$ cat config.mk
export PLATFORM = sky130hd
export DESIGN_NAME = fifo_share_ctrl
export DESIGN_NICKNAME = d
export VERILOG_FILES = /design/src/rtl/fifo_share_ctrl.sv
export SDC_FILE = /design/constraint.sdc
export NUM_CORES = 1
export LEC_CHECK = 0
export CAP_MARGIN = 0
export CELL_PAD_IN_SITES_DETAIL_PLACEMENT = 1
export CELL_PAD_IN_SITES_GLOBAL_PLACEMENT = 1
export CORE_MARGIN = 1
export CORE_UTILIZATION = 34
export CTS_BUF_LIST = sky130_fd_sc_hd__clkbuf_8
export DETAILED_ROUTE_END_ITERATION = 7
export HOLD_SLACK_MARGIN = 0.06
export PLACE_DENSITY = 0.88
export SKIP_CTS_REPAIR_TIMING = 1
export SYNTH_ARGS = -nofsm -noshare
export SYNTH_HDL_FRONTEND = slang
export SYNTH_SLANG_ARGS = --single-unit
$ cat constraint.sdc
create_clock -name clk -period 2.9 [get_ports clk]
set_input_delay 0.58 -clock clk [delete_from_list [all_inputs] [get_ports clk]]
set_output_delay 0.58 -clock clk [all_outputs]
set_load 0.02 [all_outputs]
$ cat src/rtl/fifo_share_ctrl.sv
// fifo_share_ctrl: shares one shift-register FIFO between two producers and
// one consumer. Writes are arbitrated round-robin onto the FIFO write port.
// Reads are sequenced into a 2-entry output buffer that presents a stream.
//
// Stream handshake (out_valid/out_ready): a word transfers on a rising clk
// edge when out_valid && out_ready are both high. While out_valid is high and
// out_ready is low, out_valid and out_data hold their values. out_valid never
// depends combinationally on out_ready.
module fifo_share_ctrl #(
    parameter int DW   = 8,
    parameter int OBUF = 2
) (
    input  logic          clk,
    input  logic          rst,
    input  logic          a_req,
    input  logic [DW-1:0] a_data,
    output logic          a_gnt,
    input  logic          b_req,
    input  logic [DW-1:0] b_data,
    output logic          b_gnt,
    output logic          write_req,
    output logic [DW-1:0] FIFO_write_data,
    input  logic          full_sig,
    output logic          read_req,
    input  logic [DW-1:0] FIFO_read_data,
    input  logic          empty_sig,
    output logic          out_valid,
    output logic [DW-1:0] out_data,
    input  logic          out_ready,
    output logic          last_src
);

    localparam logic [2:0] OBUF_L = 3'(OBUF);

    logic          rr_ptr_q, rr_ptr_d;
    logic          last_src_q, last_src_d;
    logic          inflight_q, inflight_d;
    logic [1:0]    occ_q, occ_d;
    logic [DW-1:0] buf0_q, buf0_d;
    logic [DW-1:0] buf1_q, buf1_d;

    logic          cand_vld;
    logic          cand_sel;
    logic          grant;
    logic          pop;
    logic          push;
    logic [2:0]    net_cnt;

    // Pick the preferred port if it requests, else the other one; grant only
    // when the FIFO has room and the block is out of reset.
    always_comb begin
        cand_vld = 1'b0;
        cand_sel = rr_ptr_q;
        if (rr_ptr_q ? b_req : a_req) begin
            cand_vld = 1'b1;
            cand_sel = rr_ptr_q;
        end else if (rr_ptr_q ? a_req : b_req) begin
            cand_vld = 1'b1;
            cand_sel = ~rr_ptr_q;
        end
        grant = cand_vld && !full_sig && !rst;
    end

    assign write_req       = grant;
    assign a_gnt           = grant && !cand_sel;
    assign b_gnt           = grant && cand_sel;
    assign FIFO_write_data = grant ? (cand_sel ? b_data : a_data) : '0;

    // After a grant the other port becomes preferred; remember who won.
    always_comb begin
        rr_ptr_d   = rr_ptr_q;
        last_src_d = last_src_q;
        if (grant) begin
            rr_ptr_d   = ~cand_sel;
            last_src_d = cand_sel;
        end
    end

    // Read issue: the buffer must have room for everything already held or
    // in flight, after this cycle's pop. pop implies occ_q >= 1, so no wrap.
    assign out_valid = (occ_q != 2'd0);
    assign pop       = out_valid && out_ready;
    assign push      = inflight_q;
    assign net_cnt   = {1'b0, occ_q} + {2'b00, inflight_q} - {2'b00, pop};
    assign read_req  = !empty_sig && !rst && (net_cnt < OBUF_L);
    assign inflight_d = read_req;

    // Output buffer: buf0 is the head, buf1 the second entry.
    always_comb begin
        occ_d  = occ_q;
        buf0_d = buf0_q;
        buf1_d = buf1_q;
        case ({push, pop})
            2'b10: begin
                occ_d = occ_q + 2'd1;
                if (occ_q == 2'd0) begin
                    buf0_d = FIFO_read_data;
                end else begin
                    buf1_d = FIFO_read_data;
                end
            end
            2'b01: begin
                occ_d  = occ_q - 2'd1;
                buf0_d = buf1_q;
            end
            2'b11: begin
                if (occ_q == 2'd1) begin
                    buf0_d = FIFO_read_data;
                end else begin
                    buf0_d = buf1_q;
                    buf1_d = FIFO_read_data;
                end
            end
            default: begin
            end
        endcase
    end

    assign out_data = buf0_q;
    assign last_src = last_src_q;

    // State registers; reset also drops any read return still in flight.
    always_ff @(posedge clk) begin
        if (rst) begin
            rr_ptr_q   <= 1'b0;
            last_src_q <= 1'b0;
            inflight_q <= 1'b0;
            occ_q      <= 2'd0;
            buf0_q     <= '0;
            buf1_q     <= '0;
        end else begin
            rr_ptr_q   <= rr_ptr_d;
            last_src_q <= last_src_d;
            inflight_q <= inflight_d;
            occ_q      <= occ_d;
            buf0_q     <= buf0_d;
            buf1_q     <= buf1_d;
        end
    end

endmodule
After elaboration in Yosys (flattened, before gate mapping). Cells that the tools add are included.

$add $sub $neg: 4. Magnitude comparators: 1. Eq/ne operators: 7. Multiplexer cells: 15. Bitwise logic cells: 2. Reductions and logical operators: 18.

Operator list (number): 8-bit 2-to-1 mux (6); 8-bit case mux with 3 select lines (1); 8-bit case mux with 2 select lines (1); 1-bit logical AND (7); 1-bit 2-to-1 mux (6); 2-bit inequality test (second input constant) (3); 2-bit nonzero test (3); 2-bit by 1-bit == test with 1-bit output (second input constant) (2); 2-bit == test (second input constant) (2); 1-bit logical NOT (4); 2-bit case mux with 2 select lines (1); 2-bit by 1-bit adder with 3-bit output (1); 3-bit by 2-bit < comparator with 1-bit output (second input constant) (1); 3-bit AND reduction (1); 3-bit nonzero test (1); 3-bit by 1-bit subtractor with 3-bit output (1); 2-bit by 1-bit adder with 2-bit output (second input constant) (1); 2-bit logical NOT (1); 1-bit inverter (2); 2-bit AND reduction (1); 2-bit by 1-bit subtractor with 2-bit output (second input constant) (1).

Register bits: 21. Input port bits: 31. Output and inout bits: 22. Word-level logic and storage cells: 53.

Longest topological paths before layout. Gate-level depths: netlist of run 1.

Word-level depth: 6. Mapped depth: 10. Gate-level depth less buffers: 8.

Worst setup path after synthesis of run 1. No wires, ideal clock.

Kind: register -> output. Start: reg occ_q[1]. End: out read_req. Data arrival time: 2468 ps. Data required time: 2320 ps. Setup slack: -148 ps. Cell stages (with the launch flop): 10. Buffers on the path: 1. Cells stage by stage: dfxtp_1 -> inv_1 -> ha_1 -> buf_6 -> nand2b_1 -> nor2_1 -> o21ai_1 -> fa_1 -> xor2_1 -> nor4b_1.

Cells in the longest elaborated chain, start to end: 5. Elaborated cells on any way between the ends: 6. Those cells by class: add/sub: 2; order compare: 1; reduce/logical: 3.

RTL lines: start: declaration (line 38) `logic [1:0] occ_q, occ_d;`; start signal: assignment (line 128) `occ_q <= 2'd0;`; start signal: assignment (line 135) `occ_q <= occ_d;`; parallel branches: the longest is 2 deep, another holds 2-bit by 1-bit adder with 3-bit output; 3-bit by 1-bit subtractor with 3-bit output * (line 84) `assign net_cnt = {1'b0, occ_q} + {2'b00, inflight_q} - {2'b00, pop};`; 3-bit by 2-bit < comparator with 1-bit output * (line 85) `assign read_req = !empty_sig && !rst && (net_cnt < OBUF_L);`; 1-bit logical AND * (line 85); end: declaration (line 24) `output logic read_req,`.

Every way passes the cells marked *.

Final worst setup path of run 1.
Start: in full_sig. End: out a_gnt.

Cells in the longest elaborated chain, start to end: 4.

RTL lines: start: declaration (line 23) `input logic full_sig,`; 1-bit logical NOT (line 61) `grant = cand_vld && !full_sig && !rst;`; 1-bit logical AND (2 in series) (line 61); 1-bit logical AND (line 65) `assign a_gnt = grant && !cand_sel;`; end: declaration (line 17) `output logic a_gnt,`.

No other way between the ends.

==> results.md, run 1 <==
- Status: finished clean
- Die W: 67.6 um
- Routed vias: between 1000 and 1500
- Port Buffers: 52
- Max_cap viols: 0
- Avg Inst Size Synth: a little over 10 um^2
- FF-to-FF Start: occ_q[1]
- Buf/Inv on CP: 3
- DRT iter0 DRCs: 42
- Tmin final: 2820 ps
- Ys flop type: dfxtp_1
- Synth Register Bits: 21
- Arrival time at the worst endpoint: 2240 ps
- Worst hold stages: 2
- Yosys cell types: 31
- Achievable frequency: 355 MHz
- Crit-path cells: clkdlybuf4s50_1 -> nand2b_1 -> a211oi_4 -> buf_4 -> clkdlybuf4s50_1
- Core Rows: 23
- Startpoint Class: input port
- Final total power: 1.59 mW
- Worst setup path category: in2out
- Clk_lat worst skew: 270 ps
- FF-to-FF End: buf1_q[5]
- Initial cell density of the core: 36.1%
- Area of the core: approximately 4100 um^2
- Die Y: between 60 and 70 um
- Drt wl/cell: between 15 and 20 um
- Post-synth EDFFs: 0
- Most frequent CP cell: clkdlybuf4s50_1
- I/O pin total: 53
- Synth area leaders: dfxtp_1 29%, a221oi_2 8.2%, nand2b_1 8.1%, mux2_2 6.9%, mux2i_1 5.5%
- Top-count cell post-synth: dfxtp_1
- Full die area: ~4600 um^2
- Synth top area share: 28.7%
- Num CTS Buffers: 3
- Setup ws final: 79.6 ps
- Worst Hold Launch: out_data[4]
- Drc violations: 0
- Largest stage delay, worst path: 620 ps
- Pre-antenna DRT Iters: 4
- Worst EP required: 2320 ps
- Yosys Warn Count: 0
- CP Capture Type: output port
- Fin. Hold Viols: 0
- Slew headroom: between 60% and 70%
- Root buf cell: clkbuf_8
- Detailed placement HPWL: 3290 um
- Max Clock Skew: 3.12 ps
- Crit-path max FO: 9
- Pre-CTS setup slack: -547 ps
- Cell taking the most area after synthesis: dfxtp_1
- Setup slack, reg-to-reg: 920 ps
- Diode count: 0
- Lkg Pwr: 0.989 nW
- Final Cycle Share: a little over nine tenths
- Post-synth ARST share: 0%
- Reg clk slew, reported paths: 80 ps
- Mapped Cells: 145
- Avg Vias per Cell: 5.34
- CTS max path bufs: 2
- Final WL: ~4300 um
- Syn nets: 181
- Pwr Density: 729 nW/um^2
- Final nets: about 240
- Family with the most delay on the worst path: buffers and inverters
- CTS tree: built
- Post-DRT Antenna Nets: 0
- First-pass GRT wire length: around 6500 um
- RePlAce Congestion: between 0.7 and 0.8
- Worst Hold Class: reg2reg
- Ratio of cells with drive above 1 in the final layout: around a quarter
- Post-synthesis sequential area ratio: 28.7%
- CTS sink count: 21
- Number of global-route vias before repair: between 1000 and 1500
- Setup violators final: 0
- Hold worst-path end: out_data[4]
- Worst Reg-to-Reg Cells: 8
- CP max stage cell: clkdlybuf4s50_1
- Max Slew Vio Count: 0
- Initial antenna violation count: 0
- Most common library cells after synthesis: 21 x dfxtp_1, 19 x nand2b_1, 14 x nor2_1
- Pin count of the biggest net entering global routing: 28
- Total GRT Usage: 19.6%
- Grt ovf: 0
- Worst Max-Slew Pin Slew: 510 ps
- Area Overhead vs Synth: 48.7%
- Mapped Area: approximately 1500 um^2
- CTS H-Tree Depth: 1
- Max VDD drop: 0.261 mV
[flip-flops by register name (all words and copies together) (netlist names)]
signal      flops
buf1_q          8
inflight_q      1
occ_q           2
rr_ptr_q        1
out_data        8
last_src        1
[tightest hold or removal path, stage by stage, from the launching register on]
cell and delay (ps):
dfxtp_1 320, nor2_1 100, a211oi_1 50
[cells by family (layout without fill, tap and decap cells)]
| family | count (synthesis) | in the layout | synth area share (%) |
|---|---|---|---|
| mux | 18 | 18 | 13.9 |
| compound gates | 32 | 32 | 24.2 |
| xor+xnor | 3 | 3 | 1.79 |
| simple gates | 50 | 50 | 19.6 |
| buf+inv | 16 | 78 | 7.00 |
| fa+ha+maj | 5 | 5 | 4.78 |
| flops | 21 | 21 | 28.7 |
[per-layer routing]
metal | track usage (%) | wire, um | vias up
met5 | 0 | 0 | -
met4 | 9.57 | 74 | 0
met3 | 5.74 | 308 | 8
met2 | 36.9 | 2230 | 56
met1 | 19.3 | 1670 | 655
li1 | - | - | 653
[through the flow]
stage / util (%) / hold WS (ps) / cell area [um^2] / instances / setup TNS (ps)
2_1_floorplan: - / 470 / 1470 / 145 / 0
3_3_place_gp: 51.6 / 479 / 2090 / 253 / -453
3_5_place_dp: 51.6 / 498 / 2090 / 253 / -1030
4_1_cts: 52.8 / 512 / 2140 / 257 / -1090
5_1_grt: 53.7 / 547 / 2180 / 257 / -0.544
6_report: 53.7 / 511 / 2180 / 257 / 0
[power by group]
part	internal, mW	total (mW)	switching (mW)
sequential	0.374	0.423	0.0494
combinational	0.468	0.963	0.495
clock	0.0960	0.201	0.105
[cells in the final DEF, fill, tap and decap left out, types with 2 or more instances in the layout]
| cell | n |
|---|---|
| a211oi_1 | 5 |
| a211oi_2 | 4 |
| a21oi_1 | 2 |
| a221oi_2 | 8 |
| a22o_1 | 8 |
| buf_4 | 17 |
| clkbuf_8 | 3 |
| clkdlybuf4s50_1 | 42 |
| dfxtp_1 | 19 |
| dfxtp_2 | 2 |
| dlymetal6s2s_1 | 9 |
| ha_1 | 3 |
| inv_1 | 6 |
| mux2_2 | 9 |
| mux2i_1 | 8 |
| nand2b_1 | 18 |
| nand3_1 | 8 |
| nand3b_1 | 2 |
| nor2_1 | 13 |
| xor2_1 | 3 |
[worst max-delay path by stage]
stage	startpoint	end	slack [ps]	cells past startpoint
final	full_sig	a_gnt	80	5
after CTS	out_ready	read_req	-560	8
after detailed placement	out_ready	read_req	-550	8
after global placement	out_ready	read_req	-440	8
after floorplan	occ_q[1]	read_req	120	9
after global routing	full_sig	a_gnt	-0.5	5
[final cells by class]
class                           count  area [um^2]
Inverter                            6         22.5
Timing Repair Buffer               68          661
Clock buffer                        3         41.3
Clock inverter                      1         5.00
Sequential cell                    21          423
Fill cell                         453         1880
Tap cell                           50         62.6
Multi-Input combinational cell    108          963
Note: power is estimated with default switching activity, not from simulation.
==> run 2, diff against run 1 <==
--- a/config.mk
+++ b/config.mk
@@ -9,11 +9,11 @@
 export CELL_PAD_IN_SITES_DETAIL_PLACEMENT = 1
 export CELL_PAD_IN_SITES_GLOBAL_PLACEMENT = 1
 export CORE_MARGIN = 1
-export CORE_UTILIZATION = 34
+export CORE_UTILIZATION = 37
 export CTS_BUF_LIST = sky130_fd_sc_hd__clkbuf_8
 export DETAILED_ROUTE_END_ITERATION = 7
 export HOLD_SLACK_MARGIN = 0.06
-export PLACE_DENSITY = 0.88
+export PLACE_DENSITY = 0.94
 export SKIP_CTS_REPAIR_TIMING = 1
 export SYNTH_ARGS = -nofsm -noshare
 export SYNTH_HDL_FRONTEND = slang
==> constraint.sdc (replaced) <==
create_clock -name clk -period 3.3 [get_ports clk]
set_input_delay 0.66 -clock clk [delete_from_list [all_inputs] [get_ports clk]]
set_output_delay 0.66 -clock clk [all_outputs]
set_load 0.02 [all_outputs]
==> results.md, run 2 (same netlist as run 1, synthesis figures left out) <==
- Achievable frequency: ~310 MHz
- # fillers: 420
- CTS tree: built
- Worst Max-Slew Pin Slew: 631 ps
- First-pass GRT wire length: between 7000 and 8000 um
- Fin cells: 246
- Seq pwr share: 29.1%
- Setup violators final: 0
- Initial cell density of the core: 39.4%
- Cell Count Post-Placement: 240
- Int Pwr: between 0.7 and 0.8 mW
- Final WL: 4530 um
- Crit-path max FO: 9
- Pre-antenna DRT Iters: 4
- CP max stage cell: clkdlybuf4s50_1
- DRT iter0 DRCs: 40
- Largest stage delay, worst path: 610 ps
- Detailed placement HPWL: roughly 3400 um
- Crit-path cells: clkdlybuf4s50_1 -> nor3_4 -> a22o_1 -> clkdlybuf4s50_1
- Clk pwr share: 12.7%
- Worst Hold Class: reg2reg
- Drc violations: 0
- CTS max path bufs: 2
- Reg clk slew, reported paths: ~80 ps
- Clk_lat worst skew: 260 ps
- Logic pwr share: 58.2%
- Slew headroom: slightly below 60%
- Final total power: ~1.4 mW
- Commonest non-fill, non-tap cell in the layout: clkdlybuf4s50_1
- Max Slew Vio Count: 0
- Num CTS Buffers: 3
- Final Cycle Share: between 90% and 100%
- Worst EP required: 2640 ps
- Tmin final: 3230 ps
- Max Clock Skew: 2.93 ps
- Switching Fraction: between 40% and 50%
- Max_cap viols: 0
- Setup TNS: 0 ps
- CTS sink count: 21
- P_sw: 0.573 mW
- Pin count of the biggest net entering global routing: 30
- Die W: 64.9 um
- Final nets: 235
- Root buf cell: clkbuf_8
- Full die area: 4220 um^2
- CTS H-Tree Depth: 1
- Ratio of cells with drive above 1 in the final layout: about 20%
- Worst setup path category: in2out
- Total GRT Usage: 22.7%
- Fin. Hold Viols: 0
- Initial antenna violation count: 0
- Diode count: 0
- Family with the most delay on the worst path: buffers and inverters
- Max VDD drop: ~0.21 mV
- Lkg Pwr: between 0.7 and 0.8 nW
- Area Overhead vs Synth: 41.1%
- Routed vias: approximately 1400
- Port Buffers: 52
- Arrival time at the worst endpoint: 2570 ps
- Most frequent CP cell: clkdlybuf4s50_1
- Pwr Density: approximately 660 nW/um^2
- Status: finished clean
- I/O pin total: 53
- Number of global-route vias before repair: roughly 1500
- Hold_ws: 518 ps
- CP Capture Type: output port
- Area of the core: 3720 um^2
- Commonest non-fill, non-tap cells in the layout: 51 x clkdlybuf4s50_1, 21 x dfxtp_1, 19 x nand2b_1
- Avg Vias per Cell: 5.57
- Core Rows: 22
- RSZ-0062 raised after global routing: false
- Drt wl/cell: 18.4 um
- Post-DRT Antenna Nets: 0
- RePlAce Congestion: 0.806
- Buf/Inv on CP: 2
- Grt ovf: 0
- Startpoint Class: input port
- Die Y: 64.9 um
==> run 2: path summary, 6_finish.rpt <==
check / slack, ps / to / cells after the start / start
worst min register to register: 520 / buf1_q[6] / 2 / buf1_q[6]
worst max register to register: 840 / out_data[6] / 9 / occ_q[1]
worst max-delay path: 70 / FIFO_write_data[3] / 4 / rst
worst min-delay path: 520 / buf1_q[6] / 2 / buf1_q[6]
==> run 2: power groups by stage <==
stage                     logic, mW  registers [mW]  clock network (mW)
after floorplan               0.488           0.433                   0
after global placement        0.745           0.388                   0
after detailed placement      0.781           0.400                   0
after CTS                     0.786           0.394               0.171
after global routing          0.843           0.402               0.183
final                         0.790           0.395               0.172
==> run 2: cell type report <==
type	count	area, um^2	share of cell area (%)
Tap cell	48	60.1	2.91
Inverter	6	22.5	1.09
Sequential cell	21	420	20.3
Multi-Input combinational cell	108	951	46.0
Clock buffer	3	41.3	2.00
Clock inverter	1	3.75	0.182
Timing Repair Buffer	59	568	27.5
==> run 2: through the flow <==
step                      instance area (um^2)  util [%]  setup slack, ps
after floorplan                           1470         -              172
after global placement                    2000      53.9             -253
after detailed placement                  2000      53.9             -403
after CTS                                 2050      55.1             -409
after global routing                      2070      55.6             3.44
final                                     2070      55.6             73.9
==> run 2: worst register-to-register path, stage by stage (launching register included) <==
cell	delay, ps
dfxtp_1	440
inv_1	130
ha_1	240
nand2b_1	180
buf_4	150
inv_1	50
ha_1	550
inv_1	330
nand3_1	200
a211oi_2	90
==> run 2: routing by layer <==
layer  vias to the layer above  track usage, %  wire length, um
li1                        638               -                -
met1                       657            24.4             1800
met2                        68            41.9             2340
met3                         6            6.51              337
met4                         0            7.22               47
met5                         -               0                0
==> run 3, diff against run 2 <==
--- a/config.mk
+++ b/config.mk
@@ -5,12 +5,14 @@
 export SDC_FILE = /design/constraint.sdc
 export NUM_CORES = 1
 export LEC_CHECK = 0
+export ABC_AREA = 1
 export CAP_MARGIN = 0
 export CELL_PAD_IN_SITES_DETAIL_PLACEMENT = 1
 export CELL_PAD_IN_SITES_GLOBAL_PLACEMENT = 1
 export CORE_MARGIN = 1
-export CORE_UTILIZATION = 37
+export CORE_UTILIZATION = 32
 export CTS_BUF_LIST = sky130_fd_sc_hd__clkbuf_8
+export CTS_CLUSTER_DIAMETER = 30
 export DETAILED_ROUTE_END_ITERATION = 7
 export HOLD_SLACK_MARGIN = 0.06
 export PLACE_DENSITY = 0.94
==> results.md, run 3 <==
- Max Slew Vio Count: 0
- Yosys cell types: 19
- Synth Area in Adders: around 5%
- Max Clock Skew: 1.97 ps
- Max_cap viols: 0
- Lkg Pwr: around 1.2 nW
- Post-synth ARST share: 0%
- Worst setup path category: in2out
- Worst EP required: 2640 ps
- Num CTS Buffers: 3
- CP Capture Type: output port
- Mux cell area share after synthesis: 0%
- Commonest non-fill, non-tap cell in the layout: nand2_1
- Drc violations: 0
- RePlAce Congestion: 0.792
- Final WL: approximately 4500 um
- Finished Cell Area: ~2100 um^2
- Top-count cell post-synth: nand2_1
- Crit-path max FO: 3
- Area Overhead vs Synth: 49.4%
- Post-synth EDFFs: 0
- Max VDD drop: about 0.2 mV
- Cell taking the most area after synthesis: dfxtp_1
- Avg Inst Size Synth: 5.91 um^2
- CTS max path bufs: 2
- Ratio of cells with drive above 1 in the final layout: 6.64%
- Area of the core: 4140 um^2
- Slew headroom: 72.7%
- Pwr Density: 693 nW/um^2
- Setup violators final: 0
- RSZ-0062 raised after global routing: true
- Synth area leaders: dfxtp_1 30%, nand2_1 24%, inv_1 9.0%, nand3_1 8.8%, nor2_1 6.6%
- Die W: 68.7 um
- Worst Max-Slew Pin Slew: 409 ps
- Compound-Gate Fraction of Synth Area: 10.2%
- Area after DPL: 2060 um^2
- Achievable frequency: between 300 and 400 MHz
- CP max stage cell: fa_1
- Drt wl/cell: 13.0 um
- Total GRT Usage: 21.2%
- Post-layout util: 51.3%
- Number of global-route vias before repair: roughly 1800
- I/O pin total: 53
- CTS H-Tree Depth: 1
- Pre-antenna DRT Iters: 4
- Status: finished clean
- Ys flop type: dfxtp_1
- Commonest non-fill, non-tap cells in the layout: 90 x nand2_1, 43 x clkdlybuf4s50_1, 35 x inv_1
- Pin count of the biggest net entering global routing: 20
- Die Y: 68.7 um
- Setup ws final: 123 ps
- Avg Vias per Cell: a little under 5
- Hold_ws: 556 ps
- DRT iter0 DRCs: 72
- Startpoint Class: input port
- # fillers: roughly 560
- Main combinational cell family by area after synthesis: simple AND/OR/NAND/NOR gates
- Syn nets: 277
- Diode count: 0
- Full die area: 4720 um^2
- Arrival time at the worst endpoint: 2520 ps
- First-pass GRT wire length: 7670 um
- Fin. Hold Viols: 0
- Clk_lat worst skew: 260 ps
- Largest stage delay, worst path: ~520 ps
- Routed vias: 1721
- Setup TNS: 0 ps
- Initial cell density of the core: 34.4%
- Final Cycle Share: 96.3%
- Fin cells: 351
- Cell Count Post-Placement: 347
- Detailed placement HPWL: 3590 um
- Synth top area share: 29.5%
- Initial antenna violation count: 0
- Synth Register Bits: 21
- Mapped Cells: 241
- CTS sink count: 21
- Root buf cell: clkbuf_8
- Pre-CTS setup slack: -413 ps
- Mapped Area: roughly 1400 um^2
- Worst Hold Class: reg2reg
- Post-DRT Antenna Nets: 0
- Final nets: 338
- Post-synthesis sequential area ratio: 29.5%
- Port Buffers: 52
- XOR/XNOR share of the synthesized area: 1.23%
- CTS tree: built
- Final total power: 1.47 mW
- Simple-Gate Fraction of Synth Area: 42.4%
- Yosys Warn Count: 0
- Tmin final: 3180 ps
- Grt ovf: 0
- Most common library cells after synthesis: 90 x nand2_1, 34 x inv_1, 25 x nand3_1, 25 x nor2_1, 21 x dfxtp_1
- Core Rows: 23
- Crit-path cells: clkdlybuf4s50_1 -> nand2_1 -> nor2_1 -> o21ai_0 -> fa_1 -> inv_1 -> nor4_2 -> buf_4
- Reg clk slew, reported paths: 80 ps
[run 3: cell types whose count changed after synthesis, sizes merged, moves of 10 or more]
cell,previous run,this run
a211oi,10,0
inv,6,35
nand2,0,90
nand2b,19,0
nand3,8,26
nor2,14,28
o21ai,1,14
[run 3: critical path, delay by kind of cell]
kind / cells / cell delay [ps]
buffers and inverters: 3 / 740
adders and majority gates: 1 / 520
and+or+nand+nor: 3 / 440
AOI/OAI and AO/OA: 1 / 150
[run 3: path summary, 6_finish.rpt]
path | startpoint | end | slack, ps | cells past startpoint
hold reg to reg | last_src | last_src | 560 | 2
setup / recovery | out_ready | read_req | 120 | 8
setup reg to reg | occ_q[1] | out_data[0] | 1030 | 11
hold / removal | last_src | last_src | 560 | 2
[run 3: power by group]
part | internal [mW] | switching, mW | leakage [nW]
clock | 0.0830 | 0.0876 | 0.0269
sequential | 0.344 | 0.0633 | 0.172
combinational | 0.379 | 0.517 | 1.01
total | 0.806 | 0.668 | 1.21
[run 3: metal layers]
layer	up-vias	global-route usage, %	part of all wire [%]
met2	60	40.7	51
li1	865	-	-
met3	8	4.11	5.1
met1	788	24.0	43
met5	-	0	0
met4	0	4.08	1.3
[run 3: final cells by class]
class	count	area (um^2)	share of cell area, %
multi-input combinational	179	846	39.8
inverter	36	135	6.35
clock inverter	1	3.75	0.176
sequential	21	420	19.8
timing repair buffer	61	618	29.1
clock buffer	3	41.3	1.94
tap	50	62.6	2.94
[run 3: kinds of logic (layout without fill, tap and decap cells)]
group / Yosys count / count (layout)
xor+xnor: 2 / 2
fa+ha+maj: 5 / 5
buf+inv: 41 / 101
flops: 21 / 21
simple gates: 147 / 147
compound gates: 25 / 25
